### config.mk
export PLATFORM = sky130hd
export DESIGN_NAME = fetcher_flat
export DESIGN_NICKNAME = d
export VERILOG_FILES = /design/src/rtl/fetcher_if.sv /design/src/rtl/fetcher.sv /design/src/flat_wrapper.sv
export SDC_FILE = /design/constraint.sdc
export NUM_CORES = 1
export LEC_CHECK = 0
export BUFFER_PORTS_ARGS = -buffer_cell sky130_fd_sc_hd__buf_2
export CORE_AREA = 2 2 210 212
export CTS_CLUSTER_SIZE = 8
export DETAILED_ROUTE_END_ITERATION = 10
export DIE_AREA = 0 0 212 214
export SLEW_MARGIN = 10
export SYNTH_ARGS = -nofsm -noshare
export SYNTH_HDL_FRONTEND = slang
export SYNTH_SLANG_ARGS = --single-unit
### constraint.sdc
create_clock -name clk -period 2.8 [get_ports clk]
set_clock_uncertainty 0.15 [all_clocks]
set_input_delay 0.42 -clock clk [delete_from_list [all_inputs] [get_ports clk]]
set_output_delay 0.42 -clock clk [all_outputs]
set_load 0.02 [all_outputs]
### src/rtl/fetcher_if.sv
// fetcher_if: bundles the fetch stage's memory-request and decode-issue
// signals.
//   master : fetch stage side
//            drives out_mem_req/out_mem_addr and out_decode_*;
//            receives in_mem_ready/in_mem_instr and in_issue_stall.
//   slave  : memory controller / decode side (directions mirrored).
interface fetcher_if;
    logic        out_mem_req;
    logic [31:0] out_mem_addr;
    logic        in_mem_ready;
    logic [31:0] in_mem_instr;
    logic        out_decode_valid;
    logic [31:0] out_decode_instr;
    logic [31:0] out_decode_pc;
    logic        in_issue_stall;

    modport master (
        output out_mem_req, out_mem_addr,
               out_decode_valid, out_decode_instr, out_decode_pc,
        input  in_mem_ready, in_mem_instr, in_issue_stall
    );

    modport slave (
        input  out_mem_req, out_mem_addr,
               out_decode_valid, out_decode_instr, out_decode_pc,
        output in_mem_ready, in_mem_instr, in_issue_stall
    );
endinterface

### src/rtl/fetcher.sv
// fetcher: instruction fetch stage feeding decode.
// Keeps the fetch PC and issues one outstanding 32-bit fetch at a time.
// Returned words are queued together with their PCs in an IQ_DEPTH-entry
// queue. The queue head is presented to decode.
// JAL targets are followed at fetch time. A ROB flush redirects the PC and
// empties the queue.
//
// Ports:
//   clk              : clock, rising edge
//   rst              : asynchronous active-low reset
//   rdy              : global ready; low freezes all state
//   in_rob_flush     : one-cycle redirect pulse
//   in_rob_target_pc : redirect target, valid with in_rob_flush
//   bus              : fetcher_if.master
//                      memory request/response signals and decode issue
module fetcher #(
    parameter int          IQ_DEPTH = 4,
    parameter logic [31:0] RESET_PC = 32'h0
) (
    input  logic        clk,
    input  logic        rst,
    input  logic        rdy,
    input  logic        in_rob_flush,
    input  logic [31:0] in_rob_target_pc,
    fetcher_if.master   bus
);
    localparam int             PW      = $clog2(IQ_DEPTH);
    localparam int             CW      = PW + 1;
    localparam logic [CW-1:0]  DEPTH_C = CW'(IQ_DEPTH);
    localparam logic [CW-1:0]  CNT_ONE = CW'(1);
    localparam logic [PW-1:0]  PTR_ONE = PW'(1);

    // WAIT keeps the in-flight response.
    // DROP discards it, because a flush arrived while it was outstanding.
    typedef enum logic [1:0] {
        IDLE = 2'd0,
        WAIT = 2'd1,
        DROP = 2'd2
    } state_t;

    state_t        state_r, state_s;
    logic          req_r, req_s;
    logic [31:0]   addr_r, addr_s;
    logic [31:0]   pc_r, pc_s;
    logic [PW-1:0] head_r, tail_r;
    logic [CW-1:0] count_r;
    logic [31:0]   iq_pc_r    [IQ_DEPTH];
    logic [31:0]   iq_instr_r [IQ_DEPTH];
    logic          push_s, pop_s, clear_s, valid_s;

    // Static next-PC prediction.
    // JAL is followed to its target; everything else falls through by 4.
    function automatic logic [31:0] next_pc(input logic [31:0] pc, input logic [31:0] instr);
        logic [31:0] off;
        if (instr[6:0] == 7'b1101111) begin
            off = {{11{instr[31]}}, instr[31], instr[19:12], instr[20], instr[30:21], 1'b0};
        end else begin
            off = 32'd4;
        end
        return pc + off;
    endfunction

    assign valid_s              = (count_r != {CW{1'b0}});
    // A flush takes priority over a pop, so the head is not consumed that cycle.
    assign pop_s                = valid_s && !bus.in_issue_stall && !in_rob_flush;
    assign bus.out_mem_req      = req_r;
    assign bus.out_mem_addr     = addr_r;
    assign bus.out_decode_valid = valid_s;
    assign bus.out_decode_instr = valid_s ? iq_instr_r[head_r] : 32'h0;
    assign bus.out_decode_pc    = valid_s ? iq_pc_r[head_r]    : 32'h0;

    // Next-state, request and fetch-PC logic; a flush overrides normal sequencing.
    always_comb begin
        state_s = state_r;
        req_s   = req_r;
        addr_s  = addr_r;
        pc_s    = pc_r;
        push_s  = 1'b0;
        clear_s = 1'b0;
        if (in_rob_flush) begin
            clear_s = 1'b1;
            pc_s    = in_rob_target_pc;
            case (state_r)
                IDLE: begin
                    state_s = IDLE;
                    req_s   = 1'b0;
                end
                WAIT, DROP: begin
                    if (bus.in_mem_ready) begin
                        state_s = IDLE;
                        req_s   = 1'b0;
                    end else begin
                        state_s = DROP;
                    end
                end
                default: begin
                    state_s = IDLE;
                    req_s   = 1'b0;
                end
            endcase
        end else begin
            case (state_r)
                IDLE: begin
                    if (count_r < DEPTH_C) begin
                        state_s = WAIT;
                        req_s   = 1'b1;
                        addr_s  = pc_r;
                    end else begin
                        state_s = IDLE;
                        req_s   = 1'b0;
                    end
                end
                WAIT: begin
                    if (bus.in_mem_ready) begin
                        push_s  = 1'b1;
                        req_s   = 1'b0;
                        state_s = IDLE;
                        pc_s    = next_pc(pc_r, bus.in_mem_instr);
                    end else begin
                        state_s = WAIT;
                    end
                end
                DROP: begin
                    if (bus.in_mem_ready) begin
                        req_s   = 1'b0;
                        state_s = IDLE;
                    end else begin
                        state_s = DROP;
                    end
                end
                default: begin
                    state_s = IDLE;
                    req_s   = 1'b0;
                end
            endcase
        end
    end

    // FSM, request outputs and fetch PC registers; frozen while rdy is low.
    always_ff @(posedge clk or negedge rst) begin
        if (!rst) begin
            state_r <= IDLE;
            req_r   <= 1'b0;
            addr_r  <= 32'h0;
            pc_r    <= RESET_PC;
        end else if (rdy) begin
            state_r <= state_s;
            req_r   <= req_s;
            addr_r  <= addr_s;
            pc_r    <= pc_s;
        end
    end

    // Instruction queue storage, pointers and occupancy.
    always_ff @(posedge clk or negedge rst) begin
        if (!rst) begin
            head_r  <= {PW{1'b0}};
            tail_r  <= {PW{1'b0}};
            count_r <= {CW{1'b0}};
            for (int i = 0; i < IQ_DEPTH; i++) begin
                iq_pc_r[i]    <= 32'h0;
                iq_instr_r[i] <= 32'h0;
            end
        end else if (rdy) begin
            if (clear_s) begin
                head_r  <= {PW{1'b0}};
                tail_r  <= {PW{1'b0}};
                count_r <= {CW{1'b0}};
            end else begin
                if (push_s) begin
                    iq_pc_r[tail_r]    <= pc_r;
                    iq_instr_r[tail_r] <= bus.in_mem_instr;
                    tail_r             <= tail_r + PTR_ONE;
                end
                if (pop_s) begin
                    head_r <= head_r + PTR_ONE;
                end
                case ({push_s, pop_s})
                    2'b10:   count_r <= count_r + CNT_ONE;
                    2'b01:   count_r <= count_r - CNT_ONE;
                    default: count_r <= count_r;
                endcase
            end
        end
    end
endmodule

### src/flat_wrapper.sv
// flat-port wrapper written by rule: the top's interface ports become plain ports
module fetcher_flat 
#(
    parameter int          IQ_DEPTH = 4,
    parameter logic [31:0] RESET_PC = 32'h0
)
  (clk, rst, rdy, in_rob_flush, in_rob_target_pc, bus_out_mem_req, bus_out_mem_addr, bus_out_decode_valid, bus_out_decode_instr, bus_out_decode_pc, bus_in_mem_ready, bus_in_mem_instr, bus_in_issue_stall);
  fetcher_if bus_i ();
  input  logic clk;
  input  logic rst;
  input  logic rdy;
  input  logic in_rob_flush;
  input  logic [31:0] in_rob_target_pc;
  output wire logic [$bits(bus_i.out_mem_req)-1:0] bus_out_mem_req;
  output wire logic [$bits(bus_i.out_mem_addr)-1:0] bus_out_mem_addr;
  output wire logic [$bits(bus_i.out_decode_valid)-1:0] bus_out_decode_valid;
  output wire logic [$bits(bus_i.out_decode_instr)-1:0] bus_out_decode_instr;
  output wire logic [$bits(bus_i.out_decode_pc)-1:0] bus_out_decode_pc;
  input wire logic [$bits(bus_i.in_mem_ready)-1:0] bus_in_mem_ready;
  input wire logic [$bits(bus_i.in_mem_instr)-1:0] bus_in_mem_instr;
  input wire logic [$bits(bus_i.in_issue_stall)-1:0] bus_in_issue_stall;
  assign bus_out_mem_req = bus_i.out_mem_req;
  assign bus_out_mem_addr = bus_i.out_mem_addr;
  assign bus_out_decode_valid = bus_i.out_decode_valid;
  assign bus_out_decode_instr = bus_i.out_decode_instr;
  assign bus_out_decode_pc = bus_i.out_decode_pc;
  assign bus_i.in_mem_ready = bus_in_mem_ready;
  assign bus_i.in_mem_instr = bus_in_mem_instr;
  assign bus_i.in_issue_stall = bus_in_issue_stall;
  fetcher #(.IQ_DEPTH(IQ_DEPTH), .RESET_PC(RESET_PC)) u_core (.clk(clk), .rst(rst), .rdy(rdy), .in_rob_flush(in_rob_flush), .in_rob_target_pc(in_rob_target_pc), .bus(bus_i));
endmodule
---- Word level (Yosys, flattened, before mapping) ----
Index checks and enable logic that the tools add are counted.
cells by class
  $add $sub $neg .......................... 5
  magnitude comparators ................... 4
  equality and inequality tests ........... 5
  muxes and demuxes ....................... 40
  bitwise gates (word level) .............. 4
  reduce and logical (&&, ||, !) cells .... 19
operators by type and width
  kind                 number
  $mux 32              14
  $bwmux 128           2
  $bmux 32 s2          2
  $demux 32 s2         1
  $add 32x32->32       1
  $mux 2               7
  $mux 1               10
  $reduce_bool 2->1    4
  $eq 7x7->1 const B   1
  $ge 3x3->1 const B   2
  $not 2->3            2
  $pmux 2 s3           1
  $pmux 3 s2           1
  $reduce_and 2->1     3
  $reduce_and 3->1     2
  $reduce_bool 3->1    2
  $add 2x1->2 const B  2
  $eq 2x1->1 const B   2
  $eq 2x2->1 const B   2
  $reduce_and 4->1     1
  $add 3x1->3 const B  1
  $logic_and 1x1->1    3
  $lt 3x1->1 const B   1
  $lt 3x3->1 const B   1
  7 further kinds      9
storage, ports and cells
  register bits ........................... 330
  input bits .............................. 70

---- Logic depth before layout (Yosys ltp) ----
Gate-level depths: netlist (run 1).
  depth in word-level cells ............... 9
  depth in mapped cells ................... 15
  mapped depth without buffers ............ 13

---- Worst setup path after synthesis (run 1) ----
No wires, ideal clock.
  kind .................................... input-to-reg
  from .................................... input bus_in_mem_instr[4]
  to ...................................... register u_core.pc_r[23]
  setup time .............................. 0.137 ns
  data arrival time ....................... 3.151 ns
  data required time ...................... 2.513 ns
  setup slack ............................. -0.638 ns
  stages .................................. 11
  buffers on the path ..................... 0
  path through ............................ nand4b_1 -> or3_1 -> fa_1 -> a21o_1 -> a221o_1 -> a211o_1 -> o32ai_2 -> o211ai_1 -> o22ai_2 -> mux2i_1 -> a21oi_1
on the way
  cells in the longest elaborated chain, start to end .. 9
ends and longest elaborated chain
  what                    RTL line            text
  start: declaration      flat_wrapper.sv:20  input wire logic [$bits(bus_i.in_mem_instr)-1:0] bus_in_mem_instr;
  $eq 7x7->1              fetcher.sv:55       if (instr[6:0] == 7'b1101111) begin
  $mux 32                 fetcher.sv:55
  $mux 32                 fetcher.sv:114      if (bus.in_mem_ready) begin
  $mux 32                 fetcher.sv:102      case (state_r)
  $mux 32                 fetcher.sv:80       if (in_rob_flush) begin
  $add 32x32->32          fetcher.sv:60       return pc + off;
  $mux 32                 fetcher.sv:114
  $mux 32                 fetcher.sv:102
  $mux 32                 fetcher.sv:80
  end signal: assignment  fetcher.sv:150      pc_r <= pc_s;
  end: declaration        fetcher.sv:44       logic [31:0] pc_r, pc_s;
Every way passes these cells. The select of a mux whose other input is x is not followed.
A chain may end at the register's enable or synchronous reset.

---- Worst setup path after layout (run 1) ----
Same ends and word-level chain as after synthesis.

==> qor.csv, run 1 <==
stage,metric,value,unit
floorplan,Die Ht,214,um
sta,period utilization,1.131,
route,routed vias,11257,
route,vias per inst,5.273,
yosys,register area share after synthesis,0.5100,
global_route,global-route wire length before repair,69280,um
sta,Worst-Margin Slew,627.9,ps
global_route,initial antenna violation count,3,
global_route,largest net degree at the start of global routing,70,
clocking,Clock transition at path regs,50,ps
clocking,clk buf depth,3,
sta,Final Max Slew Viols,0,
sta,maximum clock rate,0.3158,GHz
finish,Synth-to-Final Area Change,31.55,%
yosys,main flop type after synthesis,dfrtp_1,
global_route,Total GRT Usage,0.1984,
yosys,Syn Area/Cell,13.20,um2
power,Peak VDD IR,0.5169,mV
hold_path,min-delay src,in_rob_target_pc[2],
route,Pre-antenna DRT Iters,5,
placed_design,IO buf count,167,
clocking,number of H-tree levels,2,
clocking,CTS root buf,clkbuf_16,
setup_path,critical path capture point type,flop,
yosys,synthesized area,16190,um2
finish,layout net count,1643,
finish,number of diodes,0,
job,number of max-cap violations,0,
setup_path,required time worst endpoint,3080,ps
run_status,outcome,"finished, violations left",
yosys,syn_nets,1327,
global_route,vias in the first global route,11610,
hold_path,worst min path class,input port to flop,
yosys,Post-synth EDFFs,0,
power,pwr dens,813.4,nW/um2
setup_path,cells on worst reg2reg path,10,
route,routed len/inst,21.04,um
global_route,total grt overflow,0,
finish,register area,8263,um2
floorplan,Die X,212,um
clocking,TritonCTS clock tree,built,
finish,Fill cells,3816,
route,DRC violations left,0,
run_status,violated checks,setup timing,
floorplan,# rows,76,
route,Detail Route Antenna Nets,0,
hold_path,"Endpoint, Worst Hold",u_core.pc_r[2]$_DFFE_PN0P_,
sta,relative slew slack,0.5814,
floorplan,CORE AREA,42890,um2
sta,final setup fails,19,
sta,Fin. Hold Viols,0,
setup_path,"Max FO, Critical Path",3,
hold_path,hold path depth,3,
route,1st-iter DRT viols,544,
finish,multi-input logic area,8018,um2
yosys,synth top area cells,"dfrtp_1, mux2_2, mux4_2",
setup_path,worst r2r dst,u_core.pc_r[23]$_DFFE_PN0P_,
floorplan,Die ar.,45370,um2
sta,unrepaired setup endpoints after global routing,yes,
yosys,Cells after Synth,1227,
setup_path,r2r startpoint,u_core.pc_r[1]$_DFFE_PN0P_,
sta,Final min period,3166,ps
yosys,Synth area leader,dfrtp_1,
yosys,Syn. warnings,0,
yosys,post-synth top area share,0.5100,
placed_design,RePlAce Congestion,0.9094,
floorplan,Ports,168,
sta,setup_tns,-3508,ps
clocking,CTS buffer count,47,
yosys,Synth Register Bits,330,
clocking,clock latency on the worst-skew pair,570,ps
setup_path,critical path class,input port to flop,
setup_path,register-to-register setup slack,-200,ps
clocking,CTS sink cnt,330,
finish,"Design Area, Final",21300,um2
yosys,Async SR Flop Fraction,1.000,
floorplan,Starting Density,0.3776,
power,Leak,0.01015,uW
finish,ratio of cells with drive above 1 in the final layout,0.5400,
sta,worst setup margin,-366.2,ps
route,routed wire length,44930,um
placed_design,Post-DP HPWL,30060,um
setup_path,Worst Path Arrival,3450,ps
placed_design,placed inst area,18790,um2
setup_path,startpoint types,input port,
yosys,Netlist cell types,55,
==> where the power goes <==
part	internal [uW]	switching [uW]	total [uW]
registers	5700	547	6250
clock network	3070	2000	5070
logic	3140	2870	6010
==> flip-flops by register name, summed over array words and instances, names as in the netlist <==
| register | cells |
|---|---|
| u_core.iq_instr_r | 128 |
| u_core.iq_pc_r | 128 |
| u_core.bus.out_mem_addr | 32 |
| u_core.pc_r | 32 |
| u_core.count_r | 3 |
| u_core.head_r | 2 |
| u_core.state_r | 2 |
| u_core.tail_r | 2 |
| u_core.bus.out_mem_req | 1 |
==> layout make-up <==
class	instances	share of cell area
tap	585	0.03436
clock buffer	54	0.05838
inverter	18	0.003289
clock inverter	2	0.001175
timing repair buffer	348	0.1385
sequential	330	0.3879
multi-input combinational	798	0.3764
==> through the flow <==
step	util	hold slack, ps	setup slack, ps	std cells	power (uW)
global placement	0.4381	291.3	-1030	2031	11350
finish	0.4967	14.00	-366.2	2135	17330
CTS	0.4830	1.682	-417.1	2123	16990
floorplan	-	-25.59	-606.3	1227	9486
detailed placement	0.4381	304.0	-1083	2031	11440
global route	0.4967	15.95	-459.5	2135	18240
==> Yosys cell counts (2+ instances only) <==
cell,count
nand4_1,8
a22oi_1,4
o2bb2ai_1,2
or4_1,2
nor3_1,17
nand3_1,12
or3_1,5
a21o_1,6
xor2_1,4
a22o_1,4
o22ai_1,24
ha_1,28
a21oi_1,51
o2111ai_1,2
dfrtp_1,330
nand2_1,47
and3_1,2
mux2i_1,16
o21ai_0,29
buf_2,3
buf_1,6
o21ai_1,7
inv_1,18
mux4_2,64
and4_1,3
nor2_1,34
a21boi_0,3
o211ai_1,5
nor4_1,3
clkbuf_1,72
fa_1,2
mux2_2,289
and2_1,86
o221ai_1,3
xnor2_1,14
nor3b_1,3
==> critical path: stages <==
cell and delay [ps]:
buf_6 90, nand4b_1 240, buf_6 190, or3_4 350, fa_2 370, a21o_1 200
a221o_1 350, a211o_1 340, o32ai_4 240, o211ai_1 160, o22ai_2 180, mux2i_1 220
a21oi_1 80
==> repair_timing <==
| item | CTS | global route |
|---|---|---|
| pin swaps | 16 | 28 |
| gates resized for setup | 47 | 155 |
| gates cloned | 5 | 4 |
| setup endpoints to repair | 120 | 83 |
| hold buffers | 22 | 0 |
| hold endpoints to repair | 112 | 0 |
| setup buffers | 12 | 11 |
==> routing by layer <==
metal	part of all wire	wire length (um)	global-route usage	vias to the layer above
met5	0.00031	14	0	-
met4	0.022	1010	0.05094	4
met3	0.048	2177	0.03738	68
met2	0.48	21780	0.3198	219
met1	0.44	19940	0.2754	5832
li1	-	-	-	5134
==> layout by cell type, fill, tap and decap left out, types with 5 or more instances in the layout <==
master and count:
dlygate4sd3_1 22, a21oi_2 10, dfrtp_1 328, mux2_2 288, o211ai_1 5, mux2i_1 16
and2_1 35, buf_2 122, a21o_1 6, mux4_2 64, nand4_1 8, buf_4 121
buf_12 19, and2_4 50, xnor2_1 12, o22ai_1 24, o21ai_0 26, nand2_1 42
a21oi_1 41, buf_6 56, nor2_1 32, clkbuf_16 51, nor3_1 13, ha_1 22
o21ai_1 5, inv_1 17, ha_4 6, nand3_1 10
==> how the worst max path moves through the flow <==
stage / startpoint / to / slack, ps / depth (start not counted)
floorplan: bus_in_mem_instr[4] / u_core.pc_r[23]$_DFFE_PN0P_ / -610 / 11
global placement: bus_in_mem_instr[5] / u_core.pc_r[23]$_DFFE_PN0P_ / -1030 / 16
detailed placement: bus_in_mem_instr[5] / u_core.pc_r[23]$_DFFE_PN0P_ / -1080 / 16
CTS: bus_in_mem_instr[4] / u_core.pc_r[23]$_DFFE_PN0P_ / -420 / 13
global route: bus_in_mem_instr[4] / u_core.pc_r[23]$_DFFE_PN0P_ / -460 / 15
finish: bus_in_mem_instr[4] / u_core.pc_r[23]$_DFFE_PN0P_ / -370 / 13
==> cell families after synthesis <==
logic type	synth area share
multiplexers	0.2999
flip-flops	0.5100
AND/OR/NAND/NOR	0.07379
AO/OA/AOI/OAI	0.05872
buffers and inverters	0.02318
adder cells (fa/ha/maj)	0.02473
XOR/XNOR	0.009736
(Power assumes the default switching activity.)
==> run 2, diff against run 1 <==
--- a/config.mk
+++ b/config.mk
@@ -5,11 +5,12 @@
 export SDC_FILE = /design/constraint.sdc
 export NUM_CORES = 1
 export LEC_CHECK = 0
+export ABC_AREA = 1
 export BUFFER_PORTS_ARGS = -buffer_cell sky130_fd_sc_hd__buf_2
-export CORE_AREA = 2 2 210 212
+export CORE_AREA = 2 2 211 213
 export CTS_CLUSTER_SIZE = 8
 export DETAILED_ROUTE_END_ITERATION = 10
-export DIE_AREA = 0 0 212 214
+export DIE_AREA = 0 0 213 215
 export SLEW_MARGIN = 10
 export SYNTH_ARGS = -nofsm -noshare
 export SYNTH_HDL_FRONTEND = slang
==> run 2 against run 1 <==
Net effect: the flow now finishes without violations; sequential share of layout area rose by 2.7 points; critical path depth fell by 8; power fell by 12%; largest cell class unchanged.
==> qor.csv, run 2 <==
stage,metric,value,unit,change
run_status,outcome,completed,,"was finished, violations left"
floorplan,Die Ht,215,um,was 214 um
yosys,"count leader, synth",nand2_1,,was dfrtp_1
yosys,Synth top cells by count,"nand2_1, o21ai_0, nor2_1, dfrtp_1, inv_1",,"was dfrtp_1, mux2_2, and2_1, clkbuf_1, mux4_2"
yosys,synthesized area,16350,um2,was 16190 um2
floorplan,Die ar.,45800,um2,was 45370 um2
yosys,register area share after synthesis,0.5052,,was 0.5100
yosys,Netlist cell types,38,,was 55
finish,"commonest non-fill, non-tap cell in the layout",nand2_1,,was dfrtp_1
floorplan,Die X,213,um,was 212 um
power,Leak,0.009758,uW,was 0.01015 uW
yosys,post-synth top area share,0.5052,,was 0.5100
setup_path,r2r startpoint,u_core.pc_r[1]$_DFFE_PN0P_,,unchanged
global_route,total grt overflow,0,,unchanged
setup_path,worst r2r dst,u_core.pc_r[25]$_DFFE_PN0P_,,was u_core.pc_r[23]$_DFFE_PN0P_
yosys,main flop type after synthesis,dfrtp_1,,unchanged
yosys,Cells after Synth,2117,,was 1227
finish,multi-input logic area,7188,um2,was 8018 um2
sta,maximum clock rate,0.3605,GHz,was 0.3158 GHz
clocking,TritonCTS clock tree,built,,unchanged
finish,layout net count,2423,,was 1643
global_route,layer with the highest usage,met2,,unchanged
clocking,Clock transition at path regs,50,ps,about the same
sta,final setup fails,0,,was 19
route,routed wire length,51590,um,was 44930 um
clocking,CTS sink cnt,330,,unchanged
route,vias per inst,5.110,,was 5.273
global_route,initial antenna violation count,1,,was 3
floorplan,CORE AREA,43640,um2,was 42890 um2
global_route,GRT met2 Usage,0.3445,,was 0.3198
finish,number of diodes,0,,unchanged
clocking,CTS buffer count,47,,unchanged
global_route,Total GRT Usage,0.2271,,was 0.1984
yosys,Async SR Flop Fraction,1.000,,unchanged
finish,Finished Core Util,0.4569,,was 0.4967
global_route,vias in the first global route,14201,,was 11610
clocking,clock latency on the worst-skew pair,580,ps,was 570 ps
power,Peak VDD IR,0.4285,mV,was 0.5169 mV
job,number of max-cap violations,0,,unchanged
sta,relative slew slack,0.5875,,was 0.5814
floorplan,# rows,77,,was 76
sta,Final Max Slew Viols,0,,unchanged
placed_design,IO buf count,167,,unchanged
hold_path,min-delay src,in_rob_target_pc[6],,was in_rob_target_pc[2]
finish,ratio of cells with drive above 1 in the final layout,0.1579,,was 0.5400
finish,Synth-to-Final Area Change,22.00,%,was 31.55%
hold_path,"Endpoint, Worst Hold",u_core.pc_r[6]$_DFFE_PN0P_,,was u_core.pc_r[2]$_DFFE_PN0P_
clocking,clk buf depth,3,,unchanged
hold_path,worst min path class,input port to flop,,unchanged
route,Pre-antenna DRT Iters,5,,unchanged
placed_design,Post-DP HPWL,33300,um,was 30060 um
route,DRC violations left,0,,unchanged
yosys,Syn Area/Cell,7.721,um2,was 13.20 um2
setup_path,critical path capture point type,output port,,was flop
hold_path,hold path depth,3,,unchanged
clocking,number of H-tree levels,2,,unchanged
setup_path,"Max FO, Critical Path",36,,was 3
sta,Worst-Margin Slew,618.8,ps,was 627.9 ps
yosys,Post-synth EDFFs,0,,unchanged
yosys,Synth area leader,dfrtp_1,,unchanged
sta,unrepaired setup endpoints after global routing,yes,,unchanged
route,Detail Route Antenna Nets,0,,unchanged
global_route,global-route wire length before repair,81170,um,was 69280 um
power,Total Power,15270,uW,was 17330 uW
yosys,syn_nets,2217,,was 1327
yosys,synth top area cells,"dfrtp_1, o21ai_0, nand2_1",,"was dfrtp_1, mux2_2, mux4_2"
route,routed vias,14930,,was 11257
sta,period utilization,0.9908,,was 1.131
clocking,CTS root buf,clkbuf_16,,unchanged
finish,register area,8264,um2,was 8263 um2
finish,"commonest non-fill, non-tap cells in the layout","nand2_1, o21ai_0, nor2_1",,"was dfrtp_1, mux2_2, buf_2"
setup_path,startpoint types,flop,,was input port
yosys,Synth Register Bits,330,,unchanged
global_route,largest net degree at the start of global routing,91,,was 70
global_route,met3 global-route usage,0.03975,,was 0.03738
floorplan,Ports,168,,unchanged
sta,Fin. Hold Viols,0,,unchanged
global_route,M1 GR Usage,0.3389,,was 0.2754
setup_path,cells on worst reg2reg path,15,,was 10
setup_path,critical path class,flop to output port,,was input port to flop
power,pwr dens,765.7,nW/um2,was 813.4 nW/um2
setup_path,register-to-register setup slack,270,ps,was -200 ps
yosys,Syn. warnings,0,,unchanged
finish,Fill cells,4388,,was 3816
placed_design,RePlAce Congestion,0.8845,,was 0.9094
route,1st-iter DRT viols,1334,,was 544
setup_path,Worst Path Arrival,2200,ps,was 3450 ps
floorplan,Starting Density,0.3745,,was 0.3776
finish,Top Registers,"u_core.iq_instr_r x128, u_core.iq_pc_r x128",,unchanged
setup_path,required time worst endpoint,2230,ps,was 3080 ps
sta,Final min period,2774,ps,was 3166 ps
route,routed len/inst,17.66,um,was 21.04 um
run 2: cell count changes after synthesis, moves of 13 or more:
| cell | delta |
|---|---|
| nand2_1 | +434 |
| o21ai_0 | +424 |
| nor2_1 | +316 |
| mux2_2 | -289 |
| inv_1 | +106 |
| and2_1 | -85 |
| mux4_2 | -64 |
| a21oi_1 | +36 |
| clkbuf_1 | +32 |
| nand3_1 | +25 |
| o22ai_1 | -16 |
| mux2i_1 | -15 |
| nor3_1 | -13 |
run 2: cells by family after synthesis:
kind of cell / after synthesis / synth area share
mux: 1 / 0.0006124
fa+ha+maj: 30 / 0.02388
xor+xnor: 20 / 0.01072
flops: 330 / 0.5052
simple gates: 903 / 0.2172
compound gates: 579 / 0.1823
buf+inv: 254 / 0.06001
run 2: worst max-delay path, stage by stage, from the launching register on:
cell and delay, ps:
dfrtp_4 560, inv_4 180, buf_12 230, o21ai_0 150, a21oi_1 250, buf_2 240
run 2: layout make-up:
type | instances | area share
well taps | 592 | 0.03714
repair buffers | 285 | 0.1021
flip-flops and latches | 330 | 0.4144
clock inverters | 3 | 0.001318
multi-input cells | 1533 | 0.3605
clock buffers | 53 | 0.06061
inverters | 126 | 0.02391
run 2: worst max-delay path by stage:
stage	endpoint	cells after the start	slack, ps	startpoint
2_1_floorplan	u_core.pc_r[25]$_DFFE_PN0P_	19	60	bus_in_mem_instr[2]
3_5_place_dp	u_core.pc_r[20]$_DFFE_PN0P_	14	-370	bus_in_mem_instr[6]
6_report	bus_out_decode_pc[13]	5	30	u_core.head_r[0]$_DFFE_PN0P_
5_1_grt	bus_out_decode_instr[30]	5	-30	u_core.head_r[0]$_DFFE_PN0P_
4_1_cts	bus_out_decode_pc[20]	5	10	u_core.head_r[0]$_DFFE_PN0P_
3_3_place_gp	u_core.pc_r[25]$_DFFE_PN0P_	19	-350	bus_in_mem_instr[6]
run 2: stage by stage:
| stage | std cells | setup slack [ps] | hold slack, ps | area [um2] | setup TNS, ps |
|---|---|---|---|---|---|
| after floorplan | 2117 | 56.82 | -25.59 | 16350 | 0 |
| after global placement | 2844 | -354.1 | 299.4 | 18400 | -5182 |
| after detailed placement | 2844 | -365.4 | 297.8 | 18400 | -5872 |
| after CTS | 2919 | 10.94 | 1.070 | 19850 | 0 |
| after global routing | 2922 | -31.50 | 27.66 | 19940 | -66.04 |
| final | 2922 | 25.89 | 20.52 | 19940 | 0 |
run 2: per-layer routing:
| layer | wire length (um) | vias up |
|---|---|---|
| met5 | 13 | - |
| met4 | 801 | 2 |
| met3 | 3062 | 58 |
| met2 | 22700 | 444 |
| met1 | 25010 | 7160 |
| li1 | - | 7266 |
run 2: what timing repair did:
action	4_1_cts	5_1_grt
pin swaps	1	2
endpoints found under the hold margin	83	0
endpoints found under the setup margin	58	29
cloned	1	2
resized for setup	4	12
buffers inserted	5	1
hold buffers	13	0
run 2: where the power goes:
group / total (uW) / internal [uW] / leakage, uW / switching, uW
combinational: 3940 / 1440 / 0.00474 / 2500
sequential: 6320 / 5730 / 0.00441 / 589
clock: 5010 / 2990 / 0.000606 / 2020
==> run 3, diff against run 2 <==
--- a/config.mk
+++ b/config.mk
@@ -11,6 +11,7 @@
 export CTS_CLUSTER_SIZE = 8
 export DETAILED_ROUTE_END_ITERATION = 10
 export DIE_AREA = 0 0 213 215
+export PLACE_DENSITY = 0.68
 export SLEW_MARGIN = 10
 export SYNTH_ARGS = -nofsm -noshare
 export SYNTH_HDL_FRONTEND = slang
==> run 3 against run 2 <==
Net effect: the flow now finishes with violations (setup timing); largest cell class unchanged; final cell count is 0.27% lower; register-to-register slack lost 30 ps; sequential power is essentially flat; cell area down 0.25%; flip-flop and latch count unchanged; maximum frequency fell by 1.1%; clock power is 0.8% higher.
==> qor.csv, run 3 (synthesis gave the netlist of run 2 again) <==
stage,metric,value,unit,change
placed_design,placed insts,2850,,was 2844
global_route,vias in the first global route,14640,,was 14201
hold_path,worst min path class,input port to flop,,unchanged
power,Internal Power,10230,uW,was 10160 uW
global_route,total grt overflow,0,,unchanged
route,routed vias,15024,,was 14930
power,combinational power share,0.258,,about the same
clocking,clock latency on the worst-skew pair,560,ps,was 580 ps
finish,"Design Area, Final",19890,um2,was 19940 um2
floorplan,# rows,77,,unchanged
clocking,number of H-tree levels,2,,unchanged
route,routed wire length,51190,um,was 51590 um
floorplan,Die ar.,45800,um2,unchanged
setup_path,critical path capture point type,output port,,unchanged
clocking,CTS root buf,clkbuf_16,,unchanged
route,1st-iter DRT viols,1392,,was 1334
route,routed len/inst,17.57,um,was 17.66 um
floorplan,Starting Density,0.3745,,unchanged
global_route,initial antenna violation count,1,,unchanged
sta,worst setup margin,-4.933,ps,was 25.89 ps
power,Switching Fraction,0.3320,,was 0.3345
power,Sw Pwr,5085,uW,was 5107 uW
global_route,largest net degree at the start of global routing,129,,was 91
setup_path,Worst Path Arrival,2230,ps,was 2200 ps
global_route,global-route wire length before repair,81920,um,was 81170 um
job,number of max-cap violations,0,,unchanged
sta,unrepaired setup endpoints after global routing,yes,,unchanged
run_status,violated checks,setup timing,,
power,Leak,0.009757,uW,was 0.009758 uW
clocking,CTS sink cnt,330,,unchanged
setup_path,startpoint types,flop,,unchanged
sta,relative slew slack,0.5343,,was 0.5875
floorplan,Die X,213,um,unchanged
sta,setup_tns,-4.933,ps,was 0 ps
finish,post-route insts no fill,2914,,was 2922
clocking,CTS buffer count,47,,unchanged
finish,"commonest non-fill, non-tap cells in the layout","nand2_1, o21ai_0, nor2_1",,unchanged
floorplan,Die Ht,215,um,unchanged
placed_design,IO buf count,167,,unchanged
power,Total Power,15310,uW,was 15270 uW
power,Sequential Power Share,0.413,,was 0.414
power,pwr dens,769.9,nW/um2,was 765.7 nW/um2
setup_path,critical path class,flop to output port,,unchanged
sta,period utilization,1.002,,was 0.9908
sta,Worst-Margin Slew,698.6,ps,was 618.8 ps
finish,Finished Core Util,0.4558,,was 0.4569
run_status,outcome,"finished, violations left",,was completed
route,vias per inst,5.156,,was 5.110
clocking,Clock transition at path regs,60,ps,was 50 ps
route,Pre-antenna DRT Iters,6,,was 5
power,Peak VDD IR,0.4970,mV,was 0.4285 mV
finish,Synth-to-Final Area Change,21.69,%,was 22.00%
clocking,clk buf depth,3,,unchanged
finish,number of diodes,0,,unchanged
finish,layout net count,2418,,was 2423
setup_path,required time worst endpoint,2230,ps,about the same
finish,Fill cells,4295,,was 4388
placed_design,RePlAce Congestion,0.9168,,was 0.8845
power,power share of the clock group,0.330,,was 0.328
setup_path,register-to-register setup slack,240,ps,was 270 ps
floorplan,CORE AREA,43640,um2,unchanged
global_route,Total GRT Usage,0.2264,,was 0.2271
sta,final setup fails,1,,was 0
route,Detail Route Antenna Nets,0,,unchanged
clocking,TritonCTS clock tree,built,,unchanged
finish,Top Registers,"u_core.iq_instr_r x128, u_core.iq_pc_r x128",,unchanged
route,DRC violations left,0,,unchanged
sta,Final Max Slew Viols,0,,unchanged
finish,"commonest non-fill, non-tap cell in the layout",nand2_1,,unchanged
finish,ratio of cells with drive above 1 in the final layout,0.1606,,was 0.1579
floorplan,Ports,168,,unchanged
placed_design,placed inst area,18410,um2,was 18400 um2
sta,maximum clock rate,0.3565,GHz,was 0.3605 GHz
placed_design,Post-DP HPWL,33690,um,was 33300 um
setup_path,"Max FO, Critical Path",50,,was 36
sta,Final min period,2805,ps,was 2774 ps
sta,Fin. Hold Viols,0,,unchanged
-- run 3: cell types whose count changed in the layout (fill, tap and decap cells not counted), sizes merged --
cell,previous run,this run
dlygate4sd3,13,3
bufbuf,0,1
clkbuf,55,52
bufinv,0,1
buf,270,273
-- run 3: through the flow --
stage	worst slack (ps)	hold WS, ps
3_5_place_dp	-354.3	317.2
5_1_grt	-4.276	16.17
6_report	-4.933	16.02
3_3_place_gp	-299.0	309.7
2_1_floorplan	56.82	-25.59
4_1_cts	-3.193	2.277
-- run 3: worst paths after layout --
path                                                 from                                endpoint  cells after the start
setup reg to reg               u_core.pc_r[1]$_DFFE_PN0P_             u_core.pc_r[25]$_DFFE_PN0P_                     15
hold reg to reg            u_core.iq_pc_r[28]$_DFFE_PN0P_          u_core.iq_pc_r[28]$_DFFE_PN0P_                      2
setup / recovery             u_core.head_r[1]$_DFFE_PN0P_                bus_out_decode_instr[31]                      6
max in group asynchronous                             rst          u_core.iq_pc_r[62]$_DFFE_PN0P_                      3
hold / removal                        in_rob_target_pc[9]              u_core.pc_r[9]$_DFFE_PN0P_                      3
min in group asynchronous                             rst  u_core.bus.out_mem_addr[8]$_DFFE_PN0P_                      2
-- run 3: cell type report --
class	count	area, um2	area share
inverters	126	476.7	0.02397
flip-flops and latches	330	8263	0.4154
clock inverters	4	56.30	0.002831
multi-input cells	1533	7182	0.3611
well taps	592	740.7	0.03724
clock buffers	49	1194	0.06001
repair buffers	280	1979	0.09951
-- run 3: what timing repair did --
item / 4_1_cts / 5_1_grt
endpoints found under the hold margin: 76 / 0
cloned: 1 / 3
hold buffers: 3 / 0
setup endpoints to repair: 37 / 36
pin swaps: 4 / 5
setup buffers: 3 / 1
gates resized for setup: 5 / 14
-- run 3: critical path, cell delays in order, from the launching register on --
cell and delay, ps:
dfrtp_2 520, inv_2 90, buf_12 200, nor2_1 130, o21ai_0 90, a21oi_1 370
buf_2 260
-- run 3: metal layers --
layer | up-vias | track usage | part of all wire
li1 | 7251 | - | -
met1 | 7228 | 0.3387 | 0.47
met2 | 469 | 0.3339 | 0.44
met3 | 74 | 0.04399 | 0.069
met4 | 2 | 0.05874 | 0.020
met5 | - | 0 | 0.00025
-- run 3: power groups by stage --
stage | Combinational (uW) | Clock, uW | Sequential [uW]
finish | 3950 | 5050 | 6320
floorplan | 2210 | 0 | 6470
detailed placement | 3830 | 0 | 6370
CTS | 3910 | 5150 | 6300
global placement | 3770 | 0 | 6340
global route | 4490 | 5350 | 6430
